File: src/rtl/victim_pkg.sv
// Shared widths and entry type for the victim write-back buffer.
package victim_pkg;

    localparam int ADR_W  = 16;
    localparam int DATA_W = 16;

    typedef struct packed {
        logic [ADR_W-1:0]  adr;
        logic [DATA_W-1:0] data;
    } victim_entry_t;

endpackage

File: src/rtl/victim_wb_buffer_if.sv
// Bus bundle between cache, victim buffer and memory write port.
interface victim_wb_buffer_if;
    import victim_pkg::*;

    logic [ADR_W-1:0]  evicted_adr;
    logic [DATA_W-1:0] evicted_data;
    logic              evicted_valid;
    logic              full;
    logic              overflow;
    logic [ADR_W-1:0]  wr_adr;
    logic [DATA_W-1:0] wr_data;
    logic              wr_valid;
    logic              wr_ready;
    logic [ADR_W-1:0]  lookup_adr;
    logic              lookup_en;
    logic [DATA_W-1:0] lookup_data;
    logic              lookup_hit;

    modport master (
        output evicted_adr, evicted_data, evicted_valid,
        output wr_ready, lookup_adr, lookup_en,
        input  full, overflow, wr_adr, wr_data, wr_valid,
        input  lookup_data, lookup_hit
    );

    modport slave (
        input  evicted_adr, evicted_data, evicted_valid,
        input  wr_ready, lookup_adr, lookup_en,
        output full, overflow, wr_adr, wr_data, wr_valid,
        output lookup_data, lookup_hit
    );

endinterface

File: src/rtl/victim_wb_buffer.sv
// Coalescing victim FIFO feeding memory writes; lookup forwarding
// is built only when VICTIM_FWD_EN is defined.
module victim_wb_buffer
    import victim_pkg::*;
#(
    parameter int DEPTH = 4,
    parameter int DEBUG = 0
) (
    input logic          clk,
    input logic          rst,
    victim_wb_buffer_if.slave bus
);
    localparam int PW = $clog2(DEPTH);
    localparam int CW = PW + 1;

    victim_entry_t    mem_q [DEPTH];
    logic [PW-1:0]    head_q, head_d;
    logic [PW-1:0]    tail_q, tail_d;
    logic [CW-1:0]    count_q, count_d;
    logic             ovf_q, ovf_d;

    logic [DEPTH-1:0] qmask, emask;
    logic [PW-1:0]    cidx;
    logic             drain, coal, push, room, do_push;

    // Slot i is live when its distance from head is below count.
    function automatic logic [DEPTH-1:0] live_mask(
        input logic [PW-1:0] head,
        input logic [CW-1:0] cnt
    );
        logic [DEPTH-1:0] m;
        logic [PW-1:0]    off;
        m = '0;
        for (int i = 0; i < DEPTH; i++) begin
            off  = PW'(i) - head;
            m[i] = {1'b0, off} < cnt;
        end
        return m;
    endfunction

    assign drain = bus.wr_valid && bus.wr_ready;

    always_comb begin
        qmask = live_mask(head_q, count_q);
        emask = '0;
        cidx  = '0;
        for (int i = 0; i < DEPTH; i++)
            emask[i] = qmask[i] &&
                       (mem_q[i].adr == bus.evicted_adr);
        if (drain)
            emask[head_q] = 1'b0;
        for (int i = DEPTH - 1; i >= 0; i--)
            if (emask[i]) cidx = PW'(i);
    end

    assign coal    = bus.evicted_valid && (|emask);
    assign push    = bus.evicted_valid && !coal;
    assign room    = (count_q != CW'(DEPTH)) || drain;
    assign do_push = push && room;

    always_comb begin
        head_d  = drain   ? head_q + PW'(1) : head_q;
        tail_d  = do_push ? tail_q + PW'(1) : tail_q;
        count_d = count_q;
        ovf_d   = ovf_q | (push & ~room);
        unique case ({do_push, drain})
            2'b10:   count_d = count_q + CW'(1);
            2'b01:   count_d = count_q - CW'(1);
            default: count_d = count_q;
        endcase
    end

    always_ff @(posedge clk or posedge rst) begin
        if (rst) begin
            head_q  <= '0;
            tail_q  <= '0;
            count_q <= '0;
            ovf_q   <= 1'b0;
        end else begin
            head_q  <= head_d;
            tail_q  <= tail_d;
            count_q <= count_d;
            ovf_q   <= ovf_d;
        end
    end

    always_ff @(posedge clk) begin
        if (do_push)
            mem_q[tail_q] <= '{adr:  bus.evicted_adr,
                               data: bus.evicted_data};
        else if (coal)
            mem_q[cidx].data <= bus.evicted_data;
    end

    assign bus.full     = count_q == CW'(DEPTH);
    assign bus.overflow = ovf_q;
    assign bus.wr_valid = count_q != '0;
    assign bus.wr_adr   = mem_q[head_q].adr;
    assign bus.wr_data  = mem_q[head_q].data;

`ifdef VICTIM_FWD_EN
    logic              hit_q, hit_d;
    logic [DATA_W-1:0] ldata_q, ldata_d;

    // Head draining this cycle is still in qmask, so it hits.
    always_comb begin
        hit_d   = 1'b0;
        ldata_d = '0;
        if (bus.lookup_en)
            for (int i = 0; i < DEPTH; i++)
                if (!hit_d && qmask[i] &&
                    mem_q[i].adr == bus.lookup_adr) begin
                    hit_d   = 1'b1;
                    ldata_d = mem_q[i].data;
                end
    end

    always_ff @(posedge clk or posedge rst) begin
        if (rst) begin
            hit_q   <= 1'b0;
            ldata_q <= '0;
        end else begin
            hit_q   <= hit_d;
            ldata_q <= ldata_d;
        end
    end

    assign bus.lookup_hit  = hit_q;
    assign bus.lookup_data = ldata_q;
`else
    logic unused_lookup;
    assign unused_lookup   = ^{bus.lookup_adr, bus.lookup_en};
    assign bus.lookup_hit  = 1'b0;
    assign bus.lookup_data = '0;
`endif

    if (DEBUG != 0) begin : g_trace
        always @(posedge clk) begin
            if (!rst) begin
                if (do_push)
                    $display("vwb push %h %h",
                             bus.evicted_adr, bus.evicted_data);
                if (coal)
                    $display("vwb coalesce %h %h",
                             bus.evicted_adr, bus.evicted_data);
                if (drain)
                    $display("vwb drain %h %h",
                             bus.wr_adr, bus.wr_data);
                if (bus.lookup_hit)
                    $display("vwb hit %h", bus.lookup_data);
            end
        end
    end

endmodule

File: src/flat_wrapper.sv
// flat-port wrapper written by rule: the top's interface ports become plain ports
module victim_wb_buffer_flat import victim_pkg::*;
#(
    parameter int DEPTH = 4,
    parameter int DEBUG = 0
)
  (clk, rst, bus_evicted_adr, bus_evicted_data, bus_evicted_valid, bus_wr_ready, bus_lookup_adr, bus_lookup_en, bus_full, bus_overflow, bus_wr_adr, bus_wr_data, bus_wr_valid, bus_lookup_data, bus_lookup_hit);
  victim_wb_buffer_if bus_i ();
  input logic clk;
  input logic rst;
  input wire logic [$bits(bus_i.evicted_adr)-1:0] bus_evicted_adr;
  input wire logic [$bits(bus_i.evicted_data)-1:0] bus_evicted_data;
  input wire logic [$bits(bus_i.evicted_valid)-1:0] bus_evicted_valid;
  input wire logic [$bits(bus_i.wr_ready)-1:0] bus_wr_ready;
  input wire logic [$bits(bus_i.lookup_adr)-1:0] bus_lookup_adr;
  input wire logic [$bits(bus_i.lookup_en)-1:0] bus_lookup_en;
  output wire logic [$bits(bus_i.full)-1:0] bus_full;
  output wire logic [$bits(bus_i.overflow)-1:0] bus_overflow;
  output wire logic [$bits(bus_i.wr_adr)-1:0] bus_wr_adr;
  output wire logic [$bits(bus_i.wr_data)-1:0] bus_wr_data;
  output wire logic [$bits(bus_i.wr_valid)-1:0] bus_wr_valid;
  output wire logic [$bits(bus_i.lookup_data)-1:0] bus_lookup_data;
  output wire logic [$bits(bus_i.lookup_hit)-1:0] bus_lookup_hit;
  assign bus_i.evicted_adr = bus_evicted_adr;
  assign bus_i.evicted_data = bus_evicted_data;
  assign bus_i.evicted_valid = bus_evicted_valid;
  assign bus_i.wr_ready = bus_wr_ready;
  assign bus_i.lookup_adr = bus_lookup_adr;
  assign bus_i.lookup_en = bus_lookup_en;
  assign bus_full = bus_i.full;
  assign bus_overflow = bus_i.overflow;
  assign bus_wr_adr = bus_i.wr_adr;
  assign bus_wr_data = bus_i.wr_data;
  assign bus_wr_valid = bus_i.wr_valid;
  assign bus_lookup_data = bus_i.lookup_data;
  assign bus_lookup_hit = bus_i.lookup_hit;
  victim_wb_buffer #(.DEPTH(DEPTH), .DEBUG(DEBUG)) u_core (.clk(clk), .rst(rst), .bus(bus_i));
endmodule
File: config.mk
export PLATFORM = sky130hd
export DESIGN_NAME = victim_wb_buffer_flat
export DESIGN_NICKNAME = d
export VERILOG_FILES = /design/src/rtl/victim_pkg.sv /design/src/rtl/victim_wb_buffer_if.sv /design/src/rtl/victim_wb_buffer.sv /design/src/flat_wrapper.sv
export SDC_FILE = /design/constraint.sdc
export NUM_CORES = 1
export LEC_CHECK = 0
export CORE_AREA = 2 2 129 131
export DETAILED_ROUTE_END_ITERATION = 8
export DIE_AREA = 0 0 131 133
export HOLD_SLACK_MARGIN = 0.12
export PLACE_DENSITY_LB_ADDON = 0.05
export RECOVER_POWER = 100
export SLEW_MARGIN = 25
export SYNTH_ARGS = -nofsm -noshare
export SYNTH_HDL_FRONTEND = slang
export SYNTH_SLANG_ARGS = --single-unit
export TNS_END_PERCENT = 10
File: constraint.sdc
create_clock -name clk -period 13.4 [get_ports clk]
set_input_delay 1.34 -clock clk [delete_from_list [all_inputs] [get_ports clk]]
set_output_delay 1.34 -clock clk [all_outputs]
set_load 0.01 [all_outputs]
==> results of run 1 <==
[cells in the mapped netlist, drive strengths merged (2+ instances only)]
cell	n
nor2	6
a31oi	3
and4b	2
a21oi	5
xor2	33
nor4b	3
clkbuf	4
nor4	12
and4	2
nor3	3
nand3	2
xnor2	34
or4	2
dfrtp	8
edfxtp	128
mux4	32
nand2	12
a2bb2oi	2
ha	8
buf	25
mux2i	2
or3	2
nand4	10
inv	8
and3	2
o21ai	3
[metal layers]
layer,share of wire,up-vias,wire length [um]
met4,0.016,0,223
met5,0,-,0
met3,0.054,20,737
met1,0.45,1726,6200
met2,0.48,92,6560
li1,-,1576,-
[flip-flops by register name (all words and copies together), names as in the netlist]
| name | count |
|---|---|
| u_core.bus.overflow | 1 |
| u_core.head_q | 2 |
| u_core.tail_q | 2 |
| u_core.count_q | 3 |
| u_core.mem_q | 128 |
[worst register-to-register path: cells and delay by family, from the launching register on]
family,cells,cell delay [ps]
buffers and inverters,2,3240
AND/OR/NAND/NOR,4,1360
AO/OA/AOI/OAI,3,670
flip-flops,1,350
[stage by stage]
stage	setup WS, ps	cell area (sq um)	hold WS (ps)
after global routing	6550	7760	487
after detailed placement	8290	7220	468
after floorplan	8340	6340	484
after global placement	8270	7220	457
after CTS	8690	7840	481
final	7390	7760	464
[final cells by class]
| type | count | area share |
|---|---|---|
| diodes | 1 | 0.000323 |
| clock buffers | 17 | 0.0548 |
| clock inverters | 13 | 0.0253 |
| inverters | 8 | 0.00387 |
| multi-input cells | 209 | 0.264 |
| flip-flops and latches | 136 | 0.521 |
| well taps | 220 | 0.0355 |
| repair buffers | 78 | 0.0951 |
[cells by family after synthesis]
family	synth area share
buf+inv	0.0347
mux	0.120
xor+xnor	0.0947
fa+ha+maj	0.0191
simple gates	0.0604
other cells	0.000597
flops	0.644
compound gates	0.0263
[path summary, 6_finish.rpt]
path / endpoint / slack, ps / depth (start not counted) / from
setup / recovery: u_core.mem_q[3][22] / 7390 / 9 / u_core.head_q[0]
hold / removal: u_core.bus.overflow / 460 / 1 / u_core.bus.overflow
setup reg to reg: u_core.mem_q[3][22] / 7390 / 9 / u_core.head_q[0]
hold reg to reg: u_core.bus.overflow / 460 / 1 / u_core.bus.overflow
max in group asynchronous: u_core.head_q[0] / 11810 / 2 / rst
min in group asynchronous: u_core.tail_q[1] / 1320 / 2 / rst
[power groups by stage]
stage	combinational (mW)	sequential (mW)	clock, mW
after floorplan	0.343	0.600	0
after global placement	0.587	0.608	0
after detailed placement	0.589	0.612	0
after CTS	0.592	0.604	0.502
after global routing	0.598	0.614	0.520
final	0.541	0.605	0.492
==> flow_summary.yaml, run 1 <==
run_status:
  outcome: "finished with violations"
  violations: "capacitance limit, slew limit"
timing:
  skew_ps: 9.54
  period_minus_slack_ps: 6010
  fmax_mhz: 166
  rsz0062_at_grt: "false"
  hold_violations: 0
  min_period_over_period: 0.449
  finalSetupTns_ps: 0
  finalSetupViolCount: 0
  tightestPinTransition_ps: 3240
  drv_slew: 38
  timing.slew.headroom: -1.16
finish:
  instances_no_fill: 682
  nFillCells: 1422
  fin_util: 0.480
  seq_area_sq_mm: 0.00405
  nets: 512
  synthToLayoutAreaGrowth_pct: 23.6
  drive_gt1_frac: 0.156
  multi_input_area_sq_mm: 0.00205
  final_common_cell: "edfxtp_1"
  final_cell_mix: "edfxtp_1, dlygate4sd3_1, xnor2_1, xor2_1, mux4_2"
logic_synthesis:
  synth_cells: 366
  async_reset_ff_frac: 0.0588
  syn-cell-area_sq_mm: 0.00628
  ys_top_cells_by_area: "edfxtp_1, mux4_2, xnor2_1"
  ys_seq_area_frac: 0.644
  synth_flop_cell: "edfxtp_1"
  syn_avg_cell_area_sq_um: 17.2
  ys_ff_latch: 136
  ys_types: 51
  synth.largest_area_cell: "edfxtp_1"
  synth_top_area_share: 0.612
  synth-edff-count: 128
  ys.warnings.count: 0
clock_tree:
  htree_levels: 4
  clockRootBuffer: "clkbuf_16"
  postCtsHoldBufs: 0
  worstSkewPairLatency_ps: 420
  cts_tree: "yes"
  clockBufferDepth: 2
  numCtsBuffers: 17
  clock_sinks: 136
  path_clk_slew_ps: 60
  cts_setup_buffers: 0
  cts_resized: 0
power:
  switchingPower_uw: 499
  switching_share: 0.305
  ir_drop_v: 0.0000956
  seqPwrFrac: 0.369
  pwr-share-comb: 0.330
  fin_total_pwr_mw: 1.64
  powerDensity_mw_per_mm2: 211
  p_int_mw: 1.14
  leakage_nw: 2.59
  power_frac_clock: 0.300
route:
  ant_nets: 0
  drtPass1Iterations: 4
  vias_per_cell: 5.01
  wire_per_inst_um: 20.1
  drt_iter0_drc: 119
  vias: 3414
  drt_wl_total_mm: 13.7
  drc: 0
floorplanning:
  initial_core_util: 0.388
  die-area_sq_mm: 0.0174
  die_w_um: 131
  rows: 47
  fp.dieH_um: 133
  core_sq_mm: 0.0162
  boundaryPins: 105
critical_path:
  critPathArrivalTime_ps: 6030
  endpoint_kind: "flip-flop"
  path_max_fanout: 37
  crit_type: "flip-flop to flip-flop"
  crit_chain: "clkbuf_1, a21oi_1, nor2_1, o21ai_0, or4_1, o21ai_0, nand2_1, nor4b_1, clkbuf_1"
  slowest_delay_ps: 2290
  cp-start-kind: "flip-flop"
  path_delay_family: "buffers and inverters"
  crit_buf_inv: 2
  worstPathRequired_ps: 13420
  cpMaxStageDelayCell: "clkbuf_1"
placed_design:
  hpwl_mm: 8.88
  place_inst: 651
  gp_congestion: 0.766
  port_buffers: 70
grt:
  grt_util_met2: 0.253
  grt_pass1_wl_mm: 20.9
  grt_busiest_layer: "met2"
  gr-usage-met3: 0.0489
  antenna_found_initial: 1
  grt_util_all_layers: 0.168
  met1_usage: 0.234
  grt_max_degree: 38
  grt_pass1_vias: 3591
  grt_overflow: 0
worst_hold_path:
  hold_path.class: "flip-flop to flip-flop"
flow_run:
  drv_cap: 1
Power figures use the tool's default switching activity.
==> run 2: changes to the inputs <==
==> constraint.sdc (replaced) <==
create_clock -name clk -period 5.8 [get_ports clk]
set_input_delay 0.58 -clock clk [delete_from_list [all_inputs] [get_ports clk]]
set_output_delay 0.58 -clock clk [all_outputs]
set_load 0.01 [all_outputs]
==> run 2 against run 1 <==
  * The run still ends with capacitance limit, slew limit left
  * Global-route usage is essentially flat
  * Sequential share of layout area is essentially flat
  * Flip-flop and latch count is the same
  * Register-to-register slack lost 6300 ps
  * Highest routed layer unchanged
  * Hold slack gained 17 ps
  * Largest power group unchanged
  * Cell area is essentially flat
  * Via count grew 0.35%
  * Setup slack lost 6300 ps
  * Die area is the same
  * Critical path depth shrank 6
==> flow_summary.yaml, run 2 (synthesis results as in run 1) <==
run_status:
  outcome: "finished with violations"
  violations: "capacitance limit, slew limit"
placed_design:
  port_buffers: 70
  gp_congestion: 0.745
  hpwl_mm: 9.07
power:
  p_int_mw: 2.51
  leakage_nw: 2.61
  powerDensity_mw_per_mm2: 477
  fin_total_pwr_mw: 3.70
  switching_share: 0.321
  pwr-share-comb: 0.328
  power_frac_clock: 0.285
  switchingPower_mw: 1.19
  ir_drop_v: 0.000224
  seqPwrFrac: 0.387
worst_hold_path:
  hold_path.class: "flip-flop to flip-flop"
timing:
  timing.slew.headroom: -0.123
  tightestPinTransition_ps: 1680
  min_period_over_period: 0.814
  finalSetupViolCount: 0
  skew_ps: 10.6
  fmax_mhz: 212
  hold_violations: 0
  period_minus_slack_ps: 4720
  rsz0062_at_grt: "false"
  drv_slew: 19
  finalSetupTns_ps: 0
route:
  ant_nets: 0
  wire_per_inst_um: 19.9
  drt_wl_total_mm: 13.6
  vias: 3426
  drc: 0
  vias_per_cell: 5.01
  drtPass1Iterations: 4
  drt_iter0_drc: 164
clock_tree:
  numCtsBuffers: 17
  clockBufferDepth: 2
  cts_tree: "yes"
  clock_sinks: 136
  path_clk_slew_ps: 60
  cts_resized: 0
  clockRootBuffer: "clkbuf_16"
  worstSkewPairLatency_ps: 420
  cts_setup_buffers: 0
  postCtsHoldBufs: 0
  htree_levels: 4
floorplanning:
  initial_core_util: 0.388
  boundaryPins: 105
  fp.dieH_um: 133
  core_sq_mm: 0.0162
  die-area_sq_mm: 0.0174
  die_w_um: 131
  rows: 47
finish:
  nFillCells: 1390
  final_common_cell: "edfxtp_1"
  largest_reg_flops: 128
  seq_area_sq_mm: 0.00404
  drive_gt1_frac: 0.171
  multi_input_area_sq_mm: 0.00207
  regMostFlops: "u_core.mem_q"
  final_cell_mix: "edfxtp_1, dlygate4sd3_1, xnor2_1, xor2_1, mux4_2"
  reg_top3: "u_core.mem_q (128), u_core.count_q (3)"
  synthToLayoutAreaGrowth_pct: 23.5
  nets: 512
grt:
  grt_util_all_layers: 0.168
  grt_pass1_vias: 3584
  grt_overflow: 0
  grt_max_degree: 36
  antenna_found_initial: 1
  grt_pass1_wl_mm: 21.0
critical_path:
  slowest_delay_ps: 1290
  path_max_fanout: 21
  crit_chain: "clkbuf_1, mux4_2, dlygate4sd3_1"
  ff2ff_setup_slack_ps: 1120
  endpoint_kind: "output pin"
  cpMaxStageDelayCell: "clkbuf_1"
  critPathArrivalTime_ps: 4140
  worstPathRequired_ps: 5220
  cp-start-kind: "flip-flop"
  crit_type: "flip-flop to output pin"
flow_run:
  drv_cap: 1
run 2: power by group through the flow:
stage	registers (mW)	logic [mW]	clock network, mW
floorplan	1.39	0.793	0
global placement	1.45	1.31	0
detailed placement	1.46	1.32	0
CTS	1.44	1.33	1.08
global route	1.46	1.32	1.12
finish	1.43	1.21	1.05
run 2: cell type report:
| type | instances | area share |
|---|---|---|
| flip-flops and latches | 136 | 0.522 |
| multi-input cells | 209 | 0.267 |
| repair buffers | 78 | 0.0967 |
| clock buffers | 17 | 0.0549 |
| well taps | 220 | 0.0355 |
| clock inverters | 15 | 0.0203 |
| inverters | 8 | 0.00387 |
| diodes | 1 | 0.000323 |
run 2: metal layers:
layer  vias to the layer above  global-route usage  share of wire
met2                        72               0.254           0.48
met1                      1755               0.240           0.47
met3                        17              0.0344          0.034
li1                       1582                   -              -
met4                         0              0.0632          0.015
met5                         -                   0              0
run 2: worst paths after layout:
kind / from / to / depth (start not counted)
max in group asynchronous: rst / u_core.tail_q[0] / 2
setup / recovery: u_core.head_q[0] / bus_wr_data[15] / 3
hold / removal: u_core.bus.overflow / u_core.bus.overflow / 1
min in group asynchronous: rst / u_core.count_q[0] / 2
hold reg to reg: u_core.bus.overflow / u_core.bus.overflow / 1
setup reg to reg: u_core.head_q[0] / u_core.mem_q[2][25] / 10
run 2: stage by stage:
step	std cells	area [sq um]	util	hold WS, ps	setup slack (ps)
6_report	684	7750	0.479	481	1080
2_1_floorplan	382	6340	-	396	755
4_1_cts	683	7800	0.483	419	1450
5_1_grt	683	7750	0.479	508	635
3_5_place_dp	651	7220	0.446	482	1420
3_3_place_gp	651	7220	0.446	478	1500
run 2: critical path: cells and delay by family, from the launching register on:
family   cells  cell delay [ps]
mux          1              660
flops        1             1130
buf+inv      2             1920
==> run 3: changes to the inputs <==
==> constraint.sdc (replaced) <==
create_clock -name clk -period 3.9 [get_ports clk]
set_input_delay 0.39 -clock clk [delete_from_list [all_inputs] [get_ports clk]]
set_output_delay 0.39 -clock clk [all_outputs]
set_load 0.01 [all_outputs]
==> run 3 against run 2 <==
  * Global-route usage is 0.056 points lower
  * Hold slack worse by 100 ps
  * Critical path type is now flip-flop to flip-flop
  * Combinational power is 64% higher
  * Clock skew is 2.8 ps higher
  * Sequential power is 45% higher
  * Die area stayed put
  * Utilization is 1.1 points higher
  * Clock power is 49% higher
  * Critical path depth is 6 higher
  * The flow now finishes without violations
  * First-iteration DRC count is 12% higher
  * Wire length is 1.0% higher
  * Via count is 0.88% higher
==> flow_summary.yaml, run 3 (synthesis results as in run 1) <==
grt:
  antenna_found_initial: 0
  grt_util_met2: 0.250
  grt_pass1_wl_mm: 21.1
  grt_util_all_layers: 0.167
  met1_usage: 0.243
  grt_overflow: 0
  grt_busiest_layer: "met2"
  grt_max_degree: 24
  grt_pass1_vias: 3672
  gr-usage-met3: 0.0449
floorplanning:
  initial_core_util: 0.388
  boundaryPins: 105
  fp.dieH_um: 133
  core_sq_mm: 0.0162
  rows: 47
  die-area_sq_mm: 0.0174
  die_w_um: 131
clock_tree:
  clockRootBuffer: "clkbuf_16"
  cts_resized: 0
  numCtsBuffers: 17
  clockBufferDepth: 2
  postCtsHoldBufs: 0
  worstSkewPairLatency_ps: 410
  cts_setup_buffers: 0
  cts_tree: "yes"
  clock_sinks: 136
  path_clk_slew_ps: 60
  htree_levels: 4
route:
  drc: 0
  vias: 3456
  drt_wl_total_mm: 13.8
  wire_per_inst_um: 19.8
  drtPass1Iterations: 4
  ant_nets: 0
  drt_iter0_drc: 183
  vias_per_cell: 4.98
critical_path:
  crit_type: "flip-flop to flip-flop"
  ff2ff_setup_slack_ps: 550
  r2r_cells: 9
  critPathArrivalTime_ps: 3470
  rr_endpoint: "u_core.mem_q[1][6]"
  crit_start: "u_core.head_q[0]"
  worstPathRequired_ps: 4010
  cp-start-kind: "flip-flop"
  path_max_fanout: 23
  timing.rr.start: "u_core.head_q[0]"
  endpoint_kind: "flip-flop"
timing:
  min_period_over_period: 0.860
  timing.slew.headroom: 0.186
  drv_slew: 0
  finalSetupViolCount: 0
  finalSetupTns_ps: 0
  period_minus_slack_ps: 3350
  rsz0062_at_grt: "false"
  skew_ps: 13.3
  fmax_mhz: 298
  hold_violations: 0
  tightestPinTransition_ps: 1220
finish:
  post-route-cell-area_sq_mm: 0.00794
  nets: 523
  final_cell_mix: "edfxtp_1, dlygate4sd3_1, xnor2_1, xor2_1, mux4_2"
  final_common_cell: "edfxtp_1"
  instances_no_fill: 694
  largest_reg_flops: 128
  n_antenna_cell: 0
  synthToLayoutAreaGrowth_pct: 26.5
  fin_util: 0.491
  reg_top3: "u_core.mem_q (128), u_core.count_q (3)"
  regMostFlops: "u_core.mem_q"
  drive_gt1_frac: 0.190
placed_design:
  postPlaceCellArea_sq_mm: 0.00742
  hpwl_mm: 9.23
  place_inst: 662
  gp_congestion: 0.766
  port_buffers: 70
power:
  leakage_nw: 2.65
  fin_total_pwr_mw: 5.62
  ir_drop_v: 0.000396
  powerDensity_mw_per_mm2: 707
worst_hold_path:
  hold_path.class: "primary input to asynchronous set/reset pin"
run_status:
  outcome: "finished clean"
flow_run:
  drv_cap: 0
-- run 3: cell types whose count changed in the layout (fill, tap and decap cells not counted), sizes merged --
| cell | previous run | this run |
|---|---|---|
| clkdlybuf4s50 | 2 | 4 |
| bufinv | 1 | 2 |
| clkbuf | 20 | 26 |
| buf | 5 | 11 |
| dlygate4sd3 | 68 | 66 |
| diode | 1 | 0 |
| clkinvlp | 1 | 5 |
| inv | 17 | 11 |
-- run 3: through the flow --
step / setup slack (ps) / hold slack, ps
after floorplan: 5.58 / 206
after global placement: 332 / 454
after detailed placement: 282 / 468
after CTS: 709 / 244
after global routing: 309 / 413
final: 545 / 376
-- run 3: area by class of cell --
type,instances,area (sq um)
Inverter,8,30.0
Multi-Input combinational cell,209,2120
Sequential cell,136,4050
Clock buffer,18,429
Timing Repair Buffer,89,890
Tap cell,220,275
Clock inverter,14,150
Fill cell,1395,8230
-- run 3: worst max-delay path: stages (launching register included) --
cell and delay (ps):
dfrtp_2 380, clkbuf_2 730, a21oi_1 130, nor2_1 140
o21ai_0 160, or4_4 600, a2bb2oi_2 210, nand2_2 170
nor4b_4 340, buf_12 210
-- run 3: worst max path at each step --
stage	end	slack (ps)	cells past startpoint
after floorplan	u_core.mem_q[1][0]	6	11
after global placement	u_core.mem_q[3][24]	330	9
after detailed placement	u_core.mem_q[0][27]	280	10
after CTS	u_core.mem_q[0][19]	710	10
after global routing	u_core.mem_q[1][6]	310	9
final	u_core.mem_q[1][6]	550	9
-- run 3: power breakdown --
group / internal [mW] / total, mW / switching (mW)
sequential: 1.93 / 2.08 / 0.144
combinational: 0.977 / 1.98 / 1.00
clock: 0.944 / 1.56 / 0.616
total: 3.85 / 5.62 / 1.76
-- run 3: layer usage --
layer | share of wire | wire [um]
met5 | 0 | 0
met4 | 0.0093 | 128
met3 | 0.046 | 631
met2 | 0.47 | 6450
met1 | 0.48 | 6550
